===== src/rtl/pi_screen_pkg.sv =====
// Shared definitions for the pi digit screen path: blank code, default
// geometry and the row-fetch state encoding.
package pi_screen_pkg;

   localparam logic [3:0]  PI_BLANK_DIGIT = 4'hF;
   localparam int unsigned PI_N           = 17;
   localparam int unsigned PI_COLS        = 80;

   typedef enum logic [1:0] {
      IDLE,
      SETTLE,
      CAPTURE,
      DONE
   } fetch_state_e;

endpackage


===== src/rtl/pi_row_buf.sv =====
// Ping-pong row buffer: two halves of COLS 4-bit digits. The writer always
// targets the back half; the renderer reads the front half through a
// registered port. Each half carries a valid flag; an invalid front reads
// as blank.
module pi_row_buf
   import pi_screen_pkg::*;
#(
   parameter int unsigned COLS  = PI_COLS,
   parameter int unsigned COL_W = $clog2(COLS)
) (
   input  logic             clk,
   input  logic             rst,
   input  logic             wr_en,
   input  logic [COL_W-1:0] wr_col,
   input  logic [3:0]       wr_data,
   input  logic             toggle,
   input  logic             set_back_valid,
   input  logic [COL_W-1:0] rd_col,
   output logic [3:0]       rd_digit
);

   localparam logic [COL_W-1:0] LAST_COL = COL_W'(COLS - 1);

   logic [3:0] mem_q [2][COLS];
   logic       front_q, front_d;
   logic [1:0] valid_q, valid_d;
   logic [3:0] rd_digit_q, rd_digit_d;
   logic       back;

   assign back = ~front_q;

   // Front select and per-half valid flags; a toggle hands the old front
   // back to the writer, so it is invalidated on the way out.
   always_comb begin
      front_d = front_q;
      valid_d = valid_q;
      if (set_back_valid) begin
         valid_d[back] = 1'b1;
      end
      if (toggle) begin
         front_d          = ~front_q;
         valid_d[front_q] = 1'b0;
      end
   end

   // Registered read of the front half; out-of-row columns read blank.
   always_comb begin
      rd_digit_d = PI_BLANK_DIGIT;
      if (valid_q[front_q] && (rd_col <= LAST_COL)) begin
         rd_digit_d = mem_q[front_q][rd_col];
      end
   end

   // Digit storage is left uncleared; validity is tracked by the flags.
   always_ff @(posedge clk) begin
      if (wr_en) begin
         mem_q[back][wr_col] <= wr_data;
      end
   end

   // Control state with synchronous reset.
   always_ff @(posedge clk) begin
      if (rst) begin
         front_q    <= 1'b0;
         valid_q    <= '0;
         rd_digit_q <= PI_BLANK_DIGIT;
      end else begin
         front_q    <= front_d;
         valid_q    <= valid_d;
         rd_digit_q <= rd_digit_d;
      end
   end

   assign rd_digit = rd_digit_q;

endmodule


===== src/rtl/pi_row_fetch.sv =====
// Row prefetcher for the pi digit screen. Walks pi_index across one text
// row, holds each index until pi_get_digit has settled, and writes the
// digit into the back half of a ping-pong buffer read by the renderer.
// Optional: define PI_ROW_FETCH_UNDERRUN_CNT_EN to add a saturating
// underrun_cnt output counting swaps that arrive before a row is ready.
module pi_row_fetch
   import pi_screen_pkg::*;
#(
   parameter int unsigned N         = PI_N,
   parameter int unsigned COLS      = PI_COLS,
   parameter int unsigned COL_W     = $clog2(COLS),
   parameter int unsigned HOLD      = 12,
   parameter int unsigned MAX_INDEX = 100000
) (
   input  logic             clk,
   input  logic             rst,
   input  logic             row_req,
   input  logic [N-1:0]     row_first,
   output logic [N-1:0]     pi_index,
   input  logic [3:0]       pi_digit,
   output logic             busy,
   output logic             row_ready,
   input  logic             swap,
   input  logic [COL_W-1:0] rd_col,
   output logic [3:0]       rd_digit
`ifdef PI_ROW_FETCH_UNDERRUN_CNT_EN
   ,
   output logic [15:0]      underrun_cnt
`endif
);

   localparam int unsigned      HC_W      = (HOLD > 1) ? $clog2(HOLD) : 1;
   localparam logic [HC_W-1:0]  HOLD_LAST = HC_W'(HOLD - 1);
   localparam logic [COL_W-1:0] LAST_COL  = COL_W'(COLS - 1);
   localparam logic [N:0]       MAX_IDX   = (N + 1)'(MAX_INDEX);

   fetch_state_e     state_q, state_d;
   logic [N-1:0]     base_q, base_d;
   logic [COL_W-1:0] col_q, col_d;
   logic [HC_W-1:0]  hold_q, hold_d;
   logic [N-1:0]     pi_index_q, pi_index_d;
   logic             busy_q, busy_d;
   logic             row_ready_q, row_ready_d;

   logic [N:0]       sum_w;
   logic [N-1:0]     next_index;
   logic             in_range;
   logic             swap_take;
   logic             advance;

   logic             wr_en;
   logic [COL_W-1:0] wr_col;
   logic [3:0]       wr_data;
   logic             buf_set_valid;

   // Extra carry bit so an index past 2^N lands out of range instead of
   // wrapping back to a low, stored index.
   assign sum_w      = {1'b0, base_q} + (N + 1)'(col_q);
   assign next_index = sum_w[N-1:0] + N'(1);
   assign in_range   = (sum_w < MAX_IDX);
   assign swap_take  = swap && row_ready_q;

   // Next-state logic. A swap taken in IDLE frees the back half in the same
   // cycle, so a coincident row_req is accepted into it.
   always_comb begin
      state_d       = state_q;
      base_d        = base_q;
      col_d         = col_q;
      hold_d        = hold_q;
      pi_index_d    = pi_index_q;
      busy_d        = busy_q;
      row_ready_d   = row_ready_q;
      wr_en         = 1'b0;
      wr_col        = col_q;
      wr_data       = pi_digit;
      buf_set_valid = 1'b0;
      advance       = 1'b0;

      if (swap_take) begin
         row_ready_d = 1'b0;
      end

      case (state_q)
         IDLE: begin
            if (row_req && (!row_ready_q || swap_take)) begin
               base_d     = row_first;
               col_d      = '0;
               hold_d     = '0;
               pi_index_d = row_first;
               busy_d     = 1'b1;
               state_d    = SETTLE;
            end
         end
         SETTLE: begin
            if (!in_range) begin
               wr_en   = 1'b1;
               wr_data = PI_BLANK_DIGIT;
               advance = 1'b1;
            end else if (hold_q == HOLD_LAST) begin
               hold_d  = '0;
               state_d = CAPTURE;
            end else begin
               hold_d = hold_q + HC_W'(1);
            end
         end
         CAPTURE: begin
            wr_en   = 1'b1;
            advance = 1'b1;
         end
         DONE: begin
            row_ready_d   = 1'b1;
            buf_set_valid = 1'b1;
            state_d       = IDLE;
         end
         default: begin
            state_d = IDLE;
         end
      endcase

      // Column step shared by the blank fast path and the normal capture.
      if (advance) begin
         if (col_q == LAST_COL) begin
            busy_d  = 1'b0;
            state_d = DONE;
         end else begin
            col_d      = col_q + COL_W'(1);
            hold_d     = '0;
            pi_index_d = next_index;
            state_d    = SETTLE;
         end
      end
   end

   // FSM and registered outputs.
   always_ff @(posedge clk) begin
      if (rst) begin
         state_q     <= IDLE;
         base_q      <= '0;
         col_q       <= '0;
         hold_q      <= '0;
         pi_index_q  <= '0;
         busy_q      <= 1'b0;
         row_ready_q <= 1'b0;
      end else begin
         state_q     <= state_d;
         base_q      <= base_d;
         col_q       <= col_d;
         hold_q      <= hold_d;
         pi_index_q  <= pi_index_d;
         busy_q      <= busy_d;
         row_ready_q <= row_ready_d;
      end
   end

`ifdef PI_ROW_FETCH_UNDERRUN_CNT_EN
   logic [15:0] underrun_q, underrun_d;

   // Count swaps that find no completed row, saturating at all-ones.
   always_comb begin
      underrun_d = underrun_q;
      if (swap && !row_ready_q && (underrun_q != '1)) begin
         underrun_d = underrun_q + 16'd1;
      end
   end

   // Underrun counter register.
   always_ff @(posedge clk) begin
      if (rst) begin
         underrun_q <= '0;
      end else begin
         underrun_q <= underrun_d;
      end
   end

   assign underrun_cnt = underrun_q;
`endif

   pi_row_buf #(
      .COLS  (COLS),
      .COL_W (COL_W)
   ) u_buf (
      .clk            (clk),
      .rst            (rst),
      .wr_en          (wr_en),
      .wr_col         (wr_col),
      .wr_data        (wr_data),
      .toggle         (swap_take),
      .set_back_valid (buf_set_valid),
      .rd_col         (rd_col),
      .rd_digit       (rd_digit)
   );

   assign pi_index  = pi_index_q;
   assign busy      = busy_q;
   assign row_ready = row_ready_q;

endmodule


===== config.mk =====
export PLATFORM = sky130hd
export DESIGN_NAME = pi_row_fetch
export DESIGN_NICKNAME = d
export VERILOG_FILES = /design/src/rtl/pi_screen_pkg.sv /design/src/rtl/pi_row_buf.sv /design/src/rtl/pi_row_fetch.sv
export SDC_FILE = /design/constraint.sdc
export NUM_CORES = 1
export LEC_CHECK = 0
export ABC_CLOCK_PERIOD_IN_PS = 8189
export CAP_MARGIN = 10
export CORE_MARGIN = 5
export CORE_UTILIZATION = 60
export CTS_BUF_LIST = sky130_fd_sc_hd__clkbuf_4
export DETAILED_ROUTE_END_ITERATION = 6
export HOLD_SLACK_MARGIN = 0.05
export PLACE_DENSITY = 0.77
export REMOVE_ABC_BUFFERS = 1
export SLEW_MARGIN = 20
export SYNTH_ARGS = -nofsm -noshare
export SYNTH_HDL_FRONTEND = slang
export SYNTH_HIERARCHICAL = 1
export SYNTH_SLANG_ARGS = --single-unit

===== constraint.sdc =====
create_clock -name clk -period 8.19 [get_ports clk]
set_clock_uncertainty 0.15 [all_clocks]
set_input_delay 2.0475 -clock clk [delete_from_list [all_inputs] [get_ports clk]]
set_output_delay 2.0475 -clock clk [all_outputs]
set_load 0.01 [all_outputs]

# ---- Word level (Yosys, flattened, before mapping)
# Memory sizes are Yosys's and may differ from the RTL's. A register that Yosys moved wholly into a read port is not among the register bits.
# Cells that the tools add are included.
dict set report classes {
  reduce_logical 14
  n_bitwise 7
  eq_ne 8
  mux 48
  magnitude_cmp 9
  add_sub_neg 4
}
# operator n
set ops {}
lappend ops {{two-way mux 320 bit} 1}
lappend ops {{two-way mux 17 bit} 4}
lappend ops {{two-way mux 4 bit} 10}
lappend ops {{binary-select mux 4 bit (select 7 bit)} 1}
lappend ops {{demux 4 bit (select 7 bit)} 1}
lappend ops {{two-way mux 7 bit} 4}
lappend ops {{adder 17 x 7 -> 18 bit} 1}
lappend ops {{< comparator 18 x 17 -> 1 bit (second input constant)} 1}
lappend ops {{adder 17 x 1 -> 17 bit (second input constant)} 1}
lappend ops {{greater-or-equal comparator 8 bit (second input constant)} 2}
lappend ops {{NOT 7 -> 8 bit} 2}
lappend ops {{two-way mux 1 bit} 15}
lappend ops {{two-way mux 2 bit} 7}
lappend ops {{inequality test 3 bit (second input constant)} 3}
lappend ops {{< comparator 8 x 1 -> 1 bit (second input constant)} 1}
lappend ops {{one-hot mux 4 bit (2 select lines)} 1}
lappend ops {{adder 7 x 1 -> 7 bit (second input constant)} 1}
lappend ops {{== test 7 bit (second input constant)} 1}
lappend ops {{less-or-equal comparator 7 bit (second input constant)} 1}
lappend ops {{logical AND 1 bit} 6}
lappend ops {{one-hot mux 2 bit (3 select lines)} 1}
lappend ops {{adder 4 x 1 -> 4 bit (second input constant)} 1}
lappend ops {{== test 2 bit (second input constant)} 2}
lappend ops {{== test 4 bit (second input constant)} 1}
lappend ops {{17 further kinds} 21}
dict set report word_totals {
  memories 1
  in_bits 32
  output_inout_bits 23
  ramBits 640
  word_cells 101
  regBits 56
}
# name depth word_bits read_ports rd_clocked_by_memory_dff wr line_no
set memory_table {}
lappend memory_table {u_buf.mem_q 2 320 1 1 1 pi_row_buf.sv:24} ;# logic [3:0] mem_q [2][COLS];

# ---- Logic depth before layout (Yosys ltp)
dict set report depth {
  depth_word 9
  depth_mapped 15
  mapped_depth_nobuf 13
}

# ---- Hierarchy
# The synthesis kept the hierarchy.
# module area_each_um2 seq_area_each_um2 cells_each instances
set modules_own_cells {}
lappend modules_own_cells {pi_row_buf 25781.0 19378.6 1295 1}
lappend modules_own_cells {pi_row_fetch 3210.6 980.9 412 1}

# ---- Worst setup path after synthesis
# No wires, ideal clock.
dict set report synth_timing {
  path_kind {flip-flop to flip-flop}
  startpoint {register col_q[0]}
  endpoint {memory u_buf/mem_q[0][0] (netlist name), data pin}
  t_arrival_ps 4834
  path_slack_ps 2566
  synth_period_minus_slack_ps 5624
  path_buffers 0
  setup_time_ps 640
  t_required_ps 7400
  stages_incl_launch_ff 11
  cell_sequence {dfxtp_1 ha_1 fa_1 a211oi_1 o21a_1 o31ai_1 o31a_1 or4_4 o31ai_4 nand2_1 nand2b_1}
}
dict set report synth_between {
  elab_chain_len 4
}
# item line_no
set synth_rtl {}
lappend synth_rtl {{from (decl)} pi_row_fetch.sv:39} ;# logic [COL_W-1:0] col_q, col_d;
lappend synth_rtl {{from (signal assigned)} pi_row_fetch.sv:147} ;# col_q <= col_d;
lappend synth_rtl {{adder 17 x 7 -> 18 bit} pi_row_fetch.sv:58} ;# assign sum_w = {1'b0, base_q} + (N + 1)'(col_q);
lappend synth_rtl {{< comparator 18 x 17 -> 1 bit} pi_row_fetch.sv:60} ;# assign in_range = (sum_w < MAX_IDX);
lappend synth_rtl {{two-way mux 4 bit} pi_row_fetch.sv:95} ;# if (!in_range) begin
lappend synth_rtl {{two-way mux 4 bit} pi_row_fetch.sv:83} ;# case (state_q)
lappend synth_rtl {{named net wr_data[0]} pi_row_fetch.sv:53} ;# logic [3:0] wr_data;
lappend synth_rtl {{to (decl)} pi_row_buf.sv:24}
# The timed path passes the listed nets, and every way through them passes these cells.

# ---- Final worst setup path
dict set report layout_timing {
  startpoint {register col_q[0]}
  endpoint {memory u_buf/mem_q[0][36] (netlist name) (enable)}
}
dict set report layout_between {
  elab_chain_len 6
  elab_cells_between_ends 12
  classes_between {1 x add/sub; 3 x order compare; 6 x mux; 1 x bitwise; 1 x reduce/logical}
}
# item line_no
set layout_rtl {}
lappend layout_rtl {{adder 17 x 7 -> 18 bit} pi_row_fetch.sv:58}
lappend layout_rtl {{< comparator 18 x 17 -> 1 bit} pi_row_fetch.sv:60}
lappend layout_rtl {{two-way mux 1 bit} -}
lappend layout_rtl {{one-hot mux 1 bit (2 select lines)} -}
lappend layout_rtl {{named net advance} pi_row_fetch.sv:49} ;# logic advance;
lappend layout_rtl {{two-way mux 1 bit} pi_row_buf.sv:56} ;# if (wr_en) begin
lappend layout_rtl {{two-way mux 320 bit (not written as such)} pi_row_buf.sv:57} ;# mem_q[back][wr_col] <= wr_data;
# The timed path passes the listed nets, and every way through them passes these cells.

==> summary.md <==
| Metric | Value |
|---|---|
| Commonest non-fill, non-tap cell in the layout | edfxtp_1 |
| Drt pass-1 iters | 6 |
| Yosys reg bits | 697 |
| Die Wd | 230 um |
| Unrepaired setup endpoints after global routing | no |
| CTS buffer count | 166 |
| I/O pin cnt | 55 |
| Maximum vdd drop | 169 uV |
| RD Place Congestion | 0.859 |
| Fin crit share | 72.6% |
| Sequential area share after synthesis | 70.2% |
| Most frequent cells in the layout | edfxtp_1 (640), clkbuf_4 (237), nor2_1 (210) |
| Cell leakage power | 10.1 nW |
| Max_cap viols | 0 |
| Finished Layout Cells | 2590 |
| HP Class | reg2reg |
| Synthesized cell area | 29000 um2 |
| Nets | 1903 |
| Crit path launch type | flop |
| Post-place setup slack | 2.31 ns |
| Setup tns final | 0 ns |
| Vias in the first global route | 16.8k |
| DRC Markers | 0 |
| Max stage delay on crit path | 0.93 ns |
| First-pass GRT wire length | 101000 um |
| Post_cts resized | 0 |
| Crit Path Max Fanout | 16 |
| Vias | 16.7k |
| Top_reg_cell synth | edfxtp_1 |
| Final Max Slew Viols | 0 |
| Clock Sinks | 697 |
| FMAX | 0.168 GHz |
| Clk Latency, worst-skew pair | 0.96 ns |
| Crit path DAT | 6.38 ns |
| Via density per instance | 6.45 |
| Fin. Hold Viols | 0 |
| DR iter-0 viols | 1835 |
| IO Port Bufs | 54 |
| GRT Util Overall | 25.3% |
| Asr flop ratio synth | 0% |
| EDFF count, synth | 640 |
| Slew HR | 23.0% |
| CTS Hold Bufs | 0 |
| Worst slew pin tran | 1.15 ns |
| Clock slew at the register clock pins of the worst setup and hold paths | 0.07 ns |
| Status | finished clean |
| Final wirelength | 65800 um |
| Synth warn | 6 |
| Crit path max-delay cell type | nand4b_1 |
| CP Capture Type | flop |
| Number of distinct library cells after synthesis | 74 |
| Clk buf depth | 3 |
| Post-layout min period | 5.95 ns |
| Final setup vio count | 0 |
| Cell Rows | 80 |
| Die area | 52800 um2 |
| Synthesis-to-layout area growth | 10.4% |
| H-tree levels | 4 |
| Core area | 47700 um2 |
| WL/cell | 25.4 um |
| Initial antenna violation count | 2 |
| Crit-path cells | ha_1 -> fa_1 -> a211oi_1 -> o21ai_1 -> or3b_1 -> o311ai_1 -> a21oi_1 -> o311ai_0 -> o211ai_1 -> inv_1 -> nand4b_1 -> nor2_1 |
| Share of cells above drive strength 1 | 24.2% |
| Fill count | 3200 |
| Placed wire-length estimate | 40900 um |
| Syn Inst Count | 1707 |
| Die height | 230 um |
| Instance area at placement | 30000 um2 |
| Pin count of the biggest net entering global routing | 121 |
| Setup ws final | 2.24 ns |
| Mean post-synth cell area | 17.0 um2 |
| Power density cells | 229 nW/um2 |
| Root Driver | clkbuf_4 |
| Post-CTS setup buffer count | 0 |
| Overflow left after global routing | 0 |
| Starting density of the core | 60.7% |
| Worst EP required | 8.63 ns |
| Routed Antenna Nets | 0 |
| Cell area after layout | 32000 um2 |
| WS Path Type | reg2reg |
| Placed Cells | 2303 |
| TritonCTS clock tree | done |
-- worst max-delay path: cells and delay by family (launching register included) --
kind	cells	cell delay (ns)
buffers and inverters	1	0.37
and+or+nand+nor	3	1.99
AOI/OAI and AO/OA	6	1.88
DFF	1	0.44
adders and majority gates	2	0.72
-- cells by family (layout without fill, tap and decap cells) --
group / count (synthesis) / after routing / share of synthesized area (%)
multiplexers: 214 / 214 / 14.8
buffers and inverters: 115 / 381 / 2.08
XOR/XNOR: 23 / 23 / 0.695
AO/OA/AOI/OAI: 170 / 170 / 4.18
other: 0 / 2 / 0
flip-flops: 697 / 697 / 70.2
AND/OR/NAND/NOR: 473 / 473 / 7.38
adder cells (fa/ha/maj): 15 / 15 / 0.673
-- cells in the mapped netlist (6+ instances only) --
library cell	n	area [um2]
mux2i_1	35	350
nor2b_1	13	81.3
clkbuf_1	43	161
dfxtp_1	57	1140
nand4b_1	6	52.6
a22oi_1	14	105
nor3_1	12	60.1
a21oi_1	47	235
o21ai_0	17	85.1
nand3_1	37	185
or2_2	6	37.5
nand2b_1	16	100
mux2_2	9	101
buf_6	11	124
xnor2_1	18	158
nor4_1	10	62.6
o211ai_1	11	82.6
a311oi_1	22	193
buf_4	17	128
nand3b_1	8	60.1
mux4_2	170	3830
nor2_1	210	788
a211oi_1	7	52.6
nand2_1	119	447
ha_1	14	175
edfxtp_1	640	19200
inv_1	20	75.1
buf_2	19	95.1
-- state kept, by name, summed over array words and instances (netlist names), named ones only --
register,flops
base_q,17
busy,1
col_q,7
hold_q,4
pi_index,17
row_ready,1
state_q,2
u_buf/front_q,1
u_buf/mem_q,640
u_buf/rd_digit,4
u_buf/valid_q,2
-- final timing paths --
kind	from	to	slack (ns)	depth (start not counted)
setup reg to reg	col_q[0]	u_buf/mem_q[0][36]	2.24	12
setup / recovery	col_q[0]	u_buf/mem_q[0][36]	2.24	12
hold / removal	base_q[0]	base_q[0]	0.33	2
hold reg to reg	base_q[0]	base_q[0]	0.33	2
-- routing by layer --
metal	wire length, um	global-route usage, %	up-vias	share of wire, %
met4	1980	9.51	0	3.0
li1	-	-	7182	-
met5	0	0	-	0
met2	32300	40.1	987	49
met3	6060	6.97	122	9.2
met1	25500	34.4	8405	39
-- power by group --
group	switching, mW	internal, mW
registers	0.0593	3.94
logic	0.389	0.267
clock network	1.31	1.39
-- cell type report --
cell class,count,area [um2],share of cell area [%]
diodes,2,5.00,0.0156
clock buffers,237,1780,5.56
clock inverters,48,241,0.754
inverters,22,82.6,0.258
multi-input cells,895,8070,25.2
flip-flops and latches,697,20400,63.6
well taps,615,769,2.40
repair buffers,74,697,2.18
-- per-stage QoR --
step	power, mW	hold WS [ns]	util [%]
global placement	4.71	0.313	62.8
global route	7.68	0.333	67.0
floorplan	4.46	0.285	-
finish	7.34	0.327	67.0
detailed placement	4.72	0.314	62.8
CTS	7.40	0.323	67.0
(Power assumes the default switching activity.)
